<file path="config.mk">
export PLATFORM = sky130hd
export DESIGN_NAME = fir_axis_sample_source
export DESIGN_NICKNAME = d
export VERILOG_FILES = /design/src/rtl/fir_axis_sample_source.sv
export SDC_FILE = /design/constraint.sdc
export NUM_CORES = 1
export LEC_CHECK = 0
export BUFFER_PORTS_ARGS = -buffer_cell sky130_fd_sc_hd__buf_2
export CORE_UTILIZATION = 55
export CTS_BUF_LIST = sky130_fd_sc_hd__clkbuf_8
export DETAILED_ROUTE_END_ITERATION = 12
export PLACE_DENSITY = 0.76
export SLEW_MARGIN = 20
export SYNTH_ARGS = -nofsm -noshare
export SYNTH_HDL_FRONTEND = slang
export SYNTH_SLANG_ARGS = --single-unit
</file>
<file path="constraint.sdc">
create_clock -name clk -period 7.1 [get_ports clk]
set_clock_uncertainty 0.15 [all_clocks]
set_input_delay 0.355 -clock clk [delete_from_list [all_inputs] [get_ports clk]]
set_output_delay 0.355 -clock clk [all_outputs]
set_load 0.02 [all_outputs]
</file>
<file path="src/rtl/fir_axis_sample_source.sv">
// -----------------------------------------------------------------------------
// fir_axis_sample_source
//
// AXI-stream master feeding 6-bit two's-complement samples into the FIR sink.
// Samples come from slow, asynchronous pads: in_data is captured on each rising
// edge of in_strobe, buffered in a small FIFO and presented through a single
// output register that obeys the AXI-stream hold rules.
//
// Optional feature macro: FIR_SRC_PATTERN_EN
//   defined   : mode selects FIFO (00), impulse (01), step (10) or ramp (11).
//   undefined : mode is ignored, the block always runs in FIFO mode and no
//               pattern logic is built.
//
// Ports
//   clk            in   system clock
//   reset          in   synchronous, active-high reset
//   in_data        in   pad sample value (asynchronous)
//   in_strobe      in   pad strobe, one push per rising edge (asynchronous)
//   mode           in   00 FIFO, 01 impulse, 10 step, 11 ramp
//   m_axis_tdata   out  sample to the FIR
//   m_axis_tvalid  out  sample valid
//   m_axis_tready  in   FIR ready
//   fifo_count     out  FIFO occupancy 0..FIFO_DEPTH (output register excluded)
//   overflow       out  sticky flag, a push was dropped because the FIFO was full
// -----------------------------------------------------------------------------
module fir_axis_sample_source #(
  parameter int DATA_W     = 6,
  parameter int FIFO_DEPTH = 4,
  parameter int ADDR_W     = 2
) (
  input  logic              clk,
  input  logic              reset,
  input  logic [DATA_W-1:0] in_data,
  input  logic              in_strobe,
  input  logic [1:0]        mode,
  output logic [DATA_W-1:0] m_axis_tdata,
  output logic              m_axis_tvalid,
  input  logic              m_axis_tready,
  output logic [ADDR_W:0]   fifo_count,
  output logic              overflow
);

  localparam logic [ADDR_W:0]   CNT_FULL  = (ADDR_W+1)'(FIFO_DEPTH);
  localparam logic [ADDR_W:0]   CNT_ZERO  = (ADDR_W+1)'(0);
  localparam logic [ADDR_W:0]   CNT_ONE   = (ADDR_W+1)'(1);
  localparam logic [ADDR_W-1:0] PTR_ZERO  = ADDR_W'(0);
  localparam logic [ADDR_W-1:0] PTR_ONE   = ADDR_W'(1);
  localparam logic [DATA_W-1:0] DATA_ZERO = DATA_W'(0);

  // Pad synchroniser chain; strobe flops reset high so a strobe held across
  // reset is not mistaken for a fresh rising edge.
  logic              strobe_s1_r;
  logic              strobe_s2_r;
  logic              strobe_s3_r;
  logic [DATA_W-1:0] data_s1_r;
  logic [DATA_W-1:0] data_s2_r;

  // FIFO storage and bookkeeping.
  logic [DATA_W-1:0] mem_r [FIFO_DEPTH];
  logic [ADDR_W-1:0] wr_ptr_r;
  logic [ADDR_W-1:0] rd_ptr_r;
  logic [ADDR_W:0]   count_r;
  logic              overflow_r;

  // Output register.
  logic [DATA_W-1:0] tdata_r;
  logic              tvalid_r;

  // Combinational control.
  logic              rise_s;
  logic              full_s;
  logic              empty_s;
  logic              can_load_s;
  logic              pop_s;
  logic              push_s;
  logic              drop_s;
  logic              fifo_mode_s;
  logic [DATA_W-1:0] pat_value_s;

  assign m_axis_tdata  = tdata_r;
  assign m_axis_tvalid = tvalid_r;
  assign fifo_count    = count_r;
  assign overflow      = overflow_r;

  // Two-flop synchronisers for strobe and data, plus the strobe edge delay.
  always_ff @(posedge clk) begin
    if (reset) begin
      strobe_s1_r <= 1'b1;
      strobe_s2_r <= 1'b1;
      strobe_s3_r <= 1'b1;
      data_s1_r   <= DATA_ZERO;
      data_s2_r   <= DATA_ZERO;
    end else begin
      strobe_s1_r <= in_strobe;
      strobe_s2_r <= strobe_s1_r;
      strobe_s3_r <= strobe_s2_r;
      data_s1_r   <= in_data;
      data_s2_r   <= data_s1_r;
    end
  end

  // FIFO push/pop decisions; a full FIFO still accepts a push when it pops.
  always_comb begin
    rise_s     = strobe_s2_r & ~strobe_s3_r;
    full_s     = (count_r == CNT_FULL);
    empty_s    = (count_r == CNT_ZERO);
    can_load_s = ~tvalid_r | m_axis_tready;
    pop_s      = fifo_mode_s & can_load_s & ~empty_s;
    push_s     = rise_s & (~full_s | pop_s);
    drop_s     = rise_s & full_s & ~pop_s;
  end

  // FIFO storage array; contents need no reset because pointers are cleared.
  always_ff @(posedge clk) begin
    if (push_s) begin
      mem_r[wr_ptr_r] <= data_s2_r;
    end
  end

  // FIFO pointers, occupancy and the sticky overflow flag.
  always_ff @(posedge clk) begin
    if (reset) begin
      wr_ptr_r   <= PTR_ZERO;
      rd_ptr_r   <= PTR_ZERO;
      count_r    <= CNT_ZERO;
      overflow_r <= 1'b0;
    end else begin
      if (push_s) begin
        wr_ptr_r <= wr_ptr_r + PTR_ONE;
      end
      if (pop_s) begin
        rd_ptr_r <= rd_ptr_r + PTR_ONE;
      end
      case ({push_s, pop_s})
        2'b10:   count_r <= count_r + CNT_ONE;
        2'b01:   count_r <= count_r - CNT_ONE;
        default: count_r <= count_r;
      endcase
      if (drop_s) begin
        overflow_r <= 1'b1;
      end
    end
  end

`ifdef FIR_SRC_PATTERN_EN
  typedef enum logic [0:0] {
    PAT_IDLE = 1'b0,
    PAT_RUN  = 1'b1
  } pat_state_t;

  localparam logic [DATA_W-1:0] PAT_LEVEL = DATA_W'(6'h1F);
  localparam logic [DATA_W-1:0] RAMP_ONE  = DATA_W'(1);

  pat_state_t        pat_state_r;
  logic [DATA_W-1:0] ramp_r;      // value of the next ramp beat
  logic [1:0]        mode_prev_r;
  logic              armed_s;     // next load is the first of a pattern

  // Pattern value for the next load; a mode change re-arms immediately so the
  // first beat after a switch is always the pattern's starting value.
  always_comb begin
    fifo_mode_s = (mode == 2'b00);
    armed_s     = (mode != mode_prev_r) | (pat_state_r == PAT_IDLE);
    pat_value_s = DATA_ZERO;
    case (mode)
      2'b01: begin
        if (armed_s) begin
          pat_value_s = PAT_LEVEL;
        end else begin
          pat_value_s = DATA_ZERO;
        end
      end
      2'b10: pat_value_s = PAT_LEVEL;
      2'b11: begin
        if (armed_s) begin
          pat_value_s = DATA_ZERO;
        end else begin
          pat_value_s = ramp_r;
        end
      end
      default: pat_value_s = DATA_ZERO;
    endcase
  end

  // Pattern FSM: IDLE until the first pattern load, then RUN; re-arms on mode change.
  always_ff @(posedge clk) begin
    if (reset) begin
      pat_state_r <= PAT_IDLE;
      ramp_r      <= DATA_ZERO;
      mode_prev_r <= 2'b00;
    end else begin
      mode_prev_r <= mode;
      if (~fifo_mode_s & can_load_s) begin
        pat_state_r <= PAT_RUN;
        ramp_r      <= (armed_s ? DATA_ZERO : ramp_r) + RAMP_ONE;
      end else if (mode != mode_prev_r) begin
        pat_state_r <= PAT_IDLE;
        ramp_r      <= DATA_ZERO;
      end
    end
  end
`else
  logic unused_mode_s;

  // Without pattern support the block is permanently in FIFO mode.
  always_comb begin
    fifo_mode_s   = 1'b1;
    pat_value_s   = DATA_ZERO;
    unused_mode_s = ^mode;
  end
`endif

  // Output register: loads only when empty or being accepted, so tdata/tvalid
  // are held while the FIR stalls and never depend combinationally on tready.
  always_ff @(posedge clk) begin
    if (reset) begin
      tdata_r  <= DATA_ZERO;
      tvalid_r <= 1'b0;
    end else if (fifo_mode_s) begin
      if (pop_s) begin
        tdata_r  <= mem_r[rd_ptr_r];
        tvalid_r <= 1'b1;
      end else if (m_axis_tready) begin
        tvalid_r <= 1'b0;
      end
    end else if (can_load_s) begin
      tdata_r  <= pat_value_s;
      tvalid_r <= 1'b1;
    end
  end

endmodule

</file>
Word level (Yosys, flattened, before mapping)
Memories as Yosys holds them, arrays and structs flattened. A register that Yosys moved wholly into a read port is not among the register bits.
Index checks and enable logic that the tools add are counted.
W data, S select, Z words.
- register bits: 24
- bits in latches: 0
- bits in writable memories: 24
- bits in read-only memories: 0
- input port bits: 12
- output and inout bits: 11
- logic and storage cells: 38
- memories kept: 1
- add/subtract/negate cells: 4
- $mul: 0
- divide/modulo/power cells: 0
- $lt $le $gt $ge: 0
- eq/ne operators: 3
- shift operators: 0
- muxes and demuxes: 5
- bitwise gates (word level): 12
- reduce and logical (&&, ||, !) cells: 3
- memory list (name ; words ; width ; rd ports ; clocked after memory_dff ; wr ports ; RTL line ; source):
    mem_r ; 4 ; 6 ; 1 ; 1 ; 1 ; 59 ; logic [DATA_W-1:0] mem_r [FIFO_DEPTH];
- operators by type and width (operator ; number):
    $pmux W3 S2 ; 1
    $and A1 B1 Y1 ; 5
    $not A1 Y1 ; 5
    $add A2 B1 Y2 const B ; 2
    $mux W1 ; 4
    $reduce_bool A2 Y1 ; 2
    $add A3 B1 Y3 const B ; 1
    $eq A3 B3 Y1 const B ; 1
    $logic_not A3 Y1 ; 1
    $sub A3 B1 Y3 const B ; 1
    $eq A2 B1 Y1 const B ; 1
    $eq A2 B2 Y1 const B ; 1
    $or A1 B1 Y1 ; 2

Logic depth before layout (Yosys ltp)
Gate-level depths: netlist (run 1).
- depth in word-level cells: 7
- depth in mapped cells: 9
- depth with buffers taken out: 8

Least setup slack after synthesis (run 1)
No wires, ideal clock.
- path kind: flip-flop to flip-flop
- start point: register count_r[2], in the netlist fifo_count[2]
- end point: register count_r[1], in the netlist fifo_count[1]
- library setup time: 0.122 ns
- arrival time: 2.116 ns
- data required time: 6.828 ns
- setup slack: 4.712 ns
- stages on the path, launching flop included: 9
- path buffers: 1
- period minus slack after synthesis: 2.388 ns
- cell sequence: dfxtp_1 -> clkbuf_1 -> nor3_1 -> nor2_2 -> nand2_1 -> fa_1 -> a21o_2 -> a21oi_1 -> o311a_1
- cells in the longest elaborated chain, start to end: 7
- elaborated cells on any way between the ends: 11
- classes of those cells: 3 x eq/ne; 1 x mux; 5 x bitwise; 2 x reduce/logical
- RTL lines (what ; RTL line ; source):
    start: declaration ; 62 ; logic [ADDR_W:0] count_r;
    start signal: assignment ; 135 ; 2'b10: count_r <= count_r + CNT_ONE;
    start signal: assignment ; 136 ; 2'b01: count_r <= count_r - CNT_ONE;
    start signal: assignment ; 137 ; default: count_r <= count_r;
    $logic_not A3 Y1 ; 106 ; empty_s = (count_r == CNT_ZERO);
    $not A1 Y1 ; 108 ; pop_s = fifo_mode_s & can_load_s & ~empty_s;
    $and A1 B1 Y1 ; 108 ;
    $or A1 B1 Y1 ; 109 ; push_s = rise_s & (~full_s | pop_s);
    $and A1 B1 Y1 ; 109 ;
    $eq A2 B1 Y1 or $eq A2 B2 Y1 (tied branches) ; 134 ; case ({push_s, pop_s})
    $pmux W3 S2 or $reduce_bool A2 Y1 (tied branches) ; - ;
Parallel ways exist; a longest one is shown, timed or not.
A chain may end at the register's enable or synchronous reset.

Worst setup path after layout (run 1)
- start point: register tvalid_r, in the netlist m_axis_tvalid
- end point: register count_r[2], in the netlist fifo_count[2]
- cells in the longest elaborated chain, start to end: 7
- elaborated cells on any way between the ends: 9
- classes of those cells: 2 x eq/ne; 1 x mux; 5 x bitwise; 1 x reduce/logical
- RTL lines (what ; RTL line ; source):
    start: declaration ; 67 ; logic tvalid_r;
    start signal: assignment ; 218 ; tvalid_r <= 1'b0;
    start signal: assignment ; 222 ; tvalid_r <= 1'b1;
    start signal: assignment ; 224 ; tvalid_r <= 1'b0;
    $not A1 Y1 (*) ; 107 ; can_load_s = ~tvalid_r | m_axis_tready;
    $or A1 B1 Y1 (*) ; 107 ;
    $and A1 B1 Y1 (*) ; 108 ;
    $or A1 B1 Y1 ; 109 ;
    $and A1 B1 Y1 ; 109 ;
    $eq A2 B1 Y1 or $eq A2 B2 Y1 (tied branches) ; 134 ;
    $pmux W3 S2 or $reduce_bool A2 Y1 (tied branches) ; - ;
Every way passes the cells marked *; elsewhere a longest branch is shown, timed or not.

==> results of run 1 <==
[cells by family after synthesis]
group / after synthesis / synth area share, %
AND/OR/NAND/NOR: 56 / 14.1
flip-flops: 54 / 63.8
AO/OA/AOI/OAI: 21 / 6.41
buffers and inverters: 14 / 3.02
multiplexers: 8 / 7.55
adder cells (fa/ha/maj): 5 / 3.38
XOR/XNOR: 4 / 1.69
[synth_stat cells (2+ instances only)]
cell / number
dfxtp_1: 30
edfxtp_1: 24
nand2_1: 14
nor2b_1: 13
a21oi_1: 11
nor2_1: 9
mux4_2: 6
clkbuf_1: 5
inv_1: 5
and2_1: 4
ha_1: 4
nand3_1: 4
nor3_1: 3
or2_2: 3
xnor2_1: 3
buf_2: 2
nand2b_1: 2
o21ai_0: 2
[area by class of cell]
| cell class | count | area share, % |
|---|---|---|
| multi-input combinational | 94 | 29.9 |
| sequential | 54 | 57.6 |
| tap | 46 | 2.51 |
| inverter | 5 | 0.818 |
| clock inverter | 3 | 1.80 |
| clock buffer | 5 | 3.00 |
| timing repair buffer | 20 | 4.36 |
[routing by layer]
metal  part of all wire, %  vias to the layer above  track usage (%)
met2                    51                       30             30.7
li1                      -                      600                -
met1                    42                      567             20.9
met3                   4.9                        7             5.98
met4                   1.9                        0             9.09
met5                     0                        -                0
[report_power, final]
group | switching (mW) | internal [mW]
logic | 0.135 | 0.112
clock network | 0.0913 | 0.104
registers | 0.0409 | 0.358
total | 0.267 | 0.574
[how the worst max path moves through the flow]
stage / startpoint / endpoint / slack (ns) / cells past startpoint
2_1_floorplan: fifo_count[2] / fifo_count[1] / 4.71 / 8
3_3_place_gp: m_axis_tready / fifo_count[2] / 4.63 / 9
3_5_place_dp: m_axis_tready / fifo_count[2] / 4.49 / 9
4_1_cts: m_axis_tvalid / fifo_count[2] / 4.56 / 8
5_1_grt: m_axis_tvalid / fifo_count[2] / 4.35 / 8
6_report: m_axis_tvalid / fifo_count[2] / 4.56 / 8
[sequential cells by signal, indices dropped and copies added, names as in the netlist, 2 cells and up]
register and count:
mem_r 24, data_s1_r 6, data_s2_r 6, m_axis_tdata 6, fifo_count 3, rd_ptr_r 2
wr_ptr_r 2
[stage by stage]
step                      utilization (%)  hold WS [ns]  power, mW  setup WS [ns]  area [um^2]
after floorplan                         -         0.239      0.596           4.71         2070
after global placement               63.0         0.241      0.639           4.63         2180
after detailed placement             63.0         0.252      0.654           4.49         2180
after CTS                            66.2        0.0717      0.850           4.56         2290
after global routing                 66.2        0.0725      0.897           4.35         2290
final                                66.2        0.0803      0.841           4.56         2290
[worst max-delay path, cell delays in order (launching register included)]
cell	delay [ns]
dfxtp_1	0.35
nor2b_1	0.54
nor2_2	0.20
nand2_1	0.14
fa_1	0.20
inv_1	0.07
or4_1	0.52
a21o_1	0.19
a21oi_1	0.10
==> results.yml, run 1 <==
cells_and_area:
  multi_input_area_um2: 687
  area_growth_pct: 10.8
  seqCellArea_um2: 1320
  stdcell_count: 227
  fillers: 272
  layout.nets: 197
  layout_commonest_cell: "dfxtp_1"
  layout-drive-gt1-share_pct: 22.7
  layout.cells.most_common_list: "30 x dfxtp_1, 24 x edfxtp_1, 20 x buf_2"
  num_antenna_cells: 0
job:
  maxCapViolations: 0
drt:
  ant_nets: 0
  vias: 1204
  dr.pass1.iters: 6
  wl_per_cell_um: 13.3
  drt_iter0_markers: 87
  vias_per_cell: 5.30
  wl_mm: 3.02
  drc: 0
outcome:
  status: "finished clean"
clock_network:
  postCtsResizedCells: 0
  insertion_delay_ns: 0.30
  cts.hold.buffers_added: 0
  path_clk_slew_ns: 0.09
  cts_made_buffers: 5
  root_buffer: "clkbuf_8"
  clockBufferDepth: 2
  htreeDepth: 2
  postCtsSetupBuffers: 0
  tritoncts: "yes"
  clock-sinks: 54
worst_setup_path:
  timing.rr.start: "m_axis_tvalid"
  worst_r2r_path_depth: 8
  critPathLaunchType: "flop"
  cp.arrival_ns: 2.63
  crit_required_ns: 7.19
  end_kind: "flop"
  critPathKind: "reg -> reg"
  reg2reg_slack_ns: 4.56
  regToRegEndpoint: "fifo_count[2]"
  critPathMaxFanout: 8
timing:
  relSlewSlack_pct: 56.9
  max_freq_mhz: 393
  hold_viol: 0
  period_needed_ns: 2.54
  tightest_slew_ns: 0.645
  fin_crit_sh_pct: 35.8
  drv_slew: 0
  setup-violations-final: 0
  rsz0062_at_grt: "no"
  tns_ns: 0
global_routing:
  antenna_found_initial: 0
  grt_pass1_wl_mm: 5.51
  grtUsageTotal_pct: 18.4
  grt_max_degree: 33
  overflow: 0
  grt_pass1_vias: 1223
place:
  io_buffers: 20
  dp_hpwl_mm: 2.20
  dpl.cell_count: 219
  place.gp.congestion: 0.898
synthesis:
  syn_nets: 179
  synth-main-ff-cell: "dfxtp_1"
  synth_top_area_cell: "edfxtp_1"
  netlist.area_leader.share_pct: 34.8
  ys_warn_count: 0
  synth.cell_area_um2: 2070
  ys_seq_area_share_pct: 63.8
  ys_async_sr_fraction_pct: 0
  synth_edf_count: 24
  netlist_instances: 162
  synth_cell_types: 36
  syn_avg_cell_area_um2: 12.8
  synth_area_leaders: "edfxtp_1 35%, dfxtp_1 29%, mux4_2 6.5%"
  synth_seq_cells: 54
power:
  ir_drop_mv: 0.163
  p_per_area_nw_per_um2: 367
  total_leakage_power_nw: 0.875
min_path:
  holdPathStages: 2
  worstHoldEndpoint: "strobe_s1_r"
  min_from: "in_strobe"
  hp-class: "in -> reg"
floorplanning:
  start_util_pct: 59.7
  core_area_um2: 3470
  ios: 23
  dieArea_um2: 4010
  chipHeight_um: 63.4
  rows: 21
  die_w_um: 63.4
(Power assumes the default switching activity.)
==> inputs of run 2 (changes only) <==
--- a/config.mk
+++ b/config.mk
@@ -5,6 +5,7 @@
 export SDC_FILE = /design/constraint.sdc
 export NUM_CORES = 1
 export LEC_CHECK = 0
+export ABC_AREA = 1
 export BUFFER_PORTS_ARGS = -buffer_cell sky130_fd_sc_hd__buf_2
 export CORE_UTILIZATION = 55
 export CTS_BUF_LIST = sky130_fd_sc_hd__clkbuf_8
==> constraint.sdc (replaced) <==
create_clock -name clk -period 2.35 [get_ports clk]
set_clock_uncertainty 0.15 [all_clocks]
set_input_delay 0.1175 -clock clk [delete_from_list [all_inputs] [get_ports clk]]
set_output_delay 0.1175 -clock clk [all_outputs]
set_load 0.02 [all_outputs]
==> results.yml, run 2 <==
clock_network:
  clockBufferDepth: 2
  tritoncts: "yes"
  insertion_delay_ns: 0.30
  cts_made_buffers: 5
  postCtsSetupBuffers: 0
  postCtsResizedCells: 0
  path_clk_slew_ns: 0.09
  htreeDepth: 2
  root_buffer: "clkbuf_8"
  clock-sinks: 54
timing:
  tns_ns: 0
  hold_viol: 3
  period_needed_ns: 1.71
  drv_slew: 0
  fin_crit_sh_pct: 72.8
  setup-violations-final: 0
  tightest_slew_ns: 0.523
  rsz0062_at_grt: "no"
  final.hold.worst_slack_ns: -0.00170
  relSlewSlack_pct: 65.0
  max_freq_mhz: 584
synthesis:
  synth_cell_types: 23
  synth_edf_count: 24
  ys_warn_count: 0
  syn_avg_cell_area_um2: 10.1
  yosysMostFrequentCell: "nor2_1"
  synth-main-ff-cell: "dfxtp_1"
  synth.cell_area_um2: 2050
  ys_seq_area_share_pct: 64.4
  synth_seq_cells: 54
  syn_nets: 221
  netlist_instances: 204
  synth_area_leaders: "edfxtp_1 35%, dfxtp_1 29%, nor2_1 8.8%"
  synth_top_area_cell: "edfxtp_1"
  synth_top_cells_by_count: "48 x nor2_1, 30 x dfxtp_1, 26 x inv_1"
  ys_async_sr_fraction_pct: 0
  netlist.area_leader.share_pct: 35.1
place:
  place.gp.congestion: 0.756
  dp_hpwl_mm: 2.18
  io_buffers: 20
worst_setup_path:
  cp_num_cells: 8
  cp_top_family: "flip-flops"
  slowest_delay_ns: 0.42
  end_kind: "flop"
  critPathLaunchType: "flop"
  critPathMaxFanout: 4
  cp_cell_sequence: "nor2_4 > a21oi_4 > nand2_2 > fa_1 > inv_1 > nand4_1 > a21oi_1 > nor2_1"
  crit_start: "fifo_count[0]"
  cp.arrival_ns: 1.77
  regToRegEndpoint: "fifo_count[2]"
  critPathKind: "reg -> reg"
  crit_buf_inv: 1
  worst_r2r_path_depth: 8
  crit_required_ns: 2.41
  reg2reg_slack_ns: 0.64
  timing.rr.start: "fifo_count[0]"
  slowest_stage: "dfxtp_1"
  endpoint: "fifo_count[2]"
outcome:
  status: "finished, violations left"
  violations: "hold timing"
cells_and_area:
  post-route-util_pct: 68.4
  largest_reg_flops: 24
  area_growth_pct: 14.8
  layout_commonest_cell: "nor2_1"
  seqCellArea_um2: 1320
  num_antenna_cells: 0
  layout.nets: 249
  layout.cells.most_common_list: "48 x nor2_1, 30 x dfxtp_1, 27 x inv_1"
  fillers: 270
  largest_register: "mem_r"
  layout-drive-gt1-share_pct: 17.6
  multi_input_area_um2: 569
floorplanning:
  start_util_pct: 59.6
  chipHeight_um: 63.1
  core_area_um2: 3440
  ios: 23
  rows: 21
  dieArea_um2: 3980
  die_w_um: 63.1
drt:
  drc: 0
  ant_nets: 0
  dr.pass1.iters: 4
  drt_iter0_markers: 51
  wl_per_cell_um: 10.9
  vias: 1330
  vias_per_cell: 4.77
  wl_mm: 3.04
power:
  total_leakage_power_nw: 0.994
  ir_drop_mv: 0.508
  p_per_area_nw_per_um2: 1080
global_routing:
  grt_pass1_wl_mm: 5.31
  grt_max_degree: 18
  overflow: 0
  grtUsageTotal_pct: 17.4
  antenna_found_initial: 0
  grt_pass1_vias: 1282
job:
  maxCapViolations: 0
min_path:
  hp-class: "in -> reg"
## run 2: cell count changes after synthesis, moves of 5 or more
cell     delta
nor2b_1    -13
o21ai_1    +18
mux4_2      -6
nand2_1     -7
inv_1      +21
a31oi_1     +5
inv_2       +6
nor2_1     +39
a21oi_1     -6
## run 2: power breakdown
part | internal [mW] | switching [mW] | total [mW]
combinational | 0.281 | 0.475 | 0.756
sequential | 1.09 | 0.114 | 1.21
clock | 0.313 | 0.279 | 0.593
total | 1.69 | 0.868 | 2.56
## run 2: layout make-up
class                      count  area share [%]
clock buffer                   5            2.92
clock inverter                 3            1.75
inverter                      32            5.10
multi-input combinational    111            24.2
sequential                    54            56.1
tap                           46            2.44
timing repair buffer          28            7.54
## run 2: routing by layer
layer / vias up / track usage (%) / part of all wire [%]
li1: 707 / - / -
met1: 590 / 19.9 / 46
met2: 26 / 30.5 / 48
met3: 7 / 3.80 / 3.6
met4: 0 / 8.43 / 2.1
met5: - / 0 / 0
## run 2: how the worst min path moves through the flow
stage,startpoint,end,cells past startpoint
floorplan,in_strobe,strobe_s1_r,1
global placement,in_strobe,strobe_s1_r,2
detailed placement,in_data[4],data_s1_r[4],3
CTS,reset,data_s1_r[5],2
global route,reset,data_s2_r[3],2
finish,reset,data_s2_r[5],2
## run 2: through the flow
stage | hold slack, ns | cells | total power, mW | worst slack (ns) | cell area [um^2]
CTS | 0.000776 | 279 | 2.57 | 0.638 | 2360
finish | -0.00170 | 279 | 2.56 | 0.639 | 2360
floorplan | 0.0646 | 204 | 1.83 | 0.533 | 2050
detailed placement | 0.175 | 264 | 1.98 | 0.650 | 2180
global placement | 0.144 | 264 | 1.95 | 0.679 | 2180
global route | 0.0110 | 279 | 2.72 | 0.463 | 2360
## run 2: what timing repair did
action,in CTS,in global routing
hold endpoints to repair,7,0
hold buffers,7,0
endpoints found under the setup margin,0,0
## run 2: logic make-up after synthesis
family                     count (synthesis)  synth area share [%]
and+or+nand+nor                           70                  14.6
DFF                                       54                  64.4
buffers and inverters                     39                  7.87
AOI/OAI and AO/OA                         36                  9.70
adders and majority gates                  5                  3.41
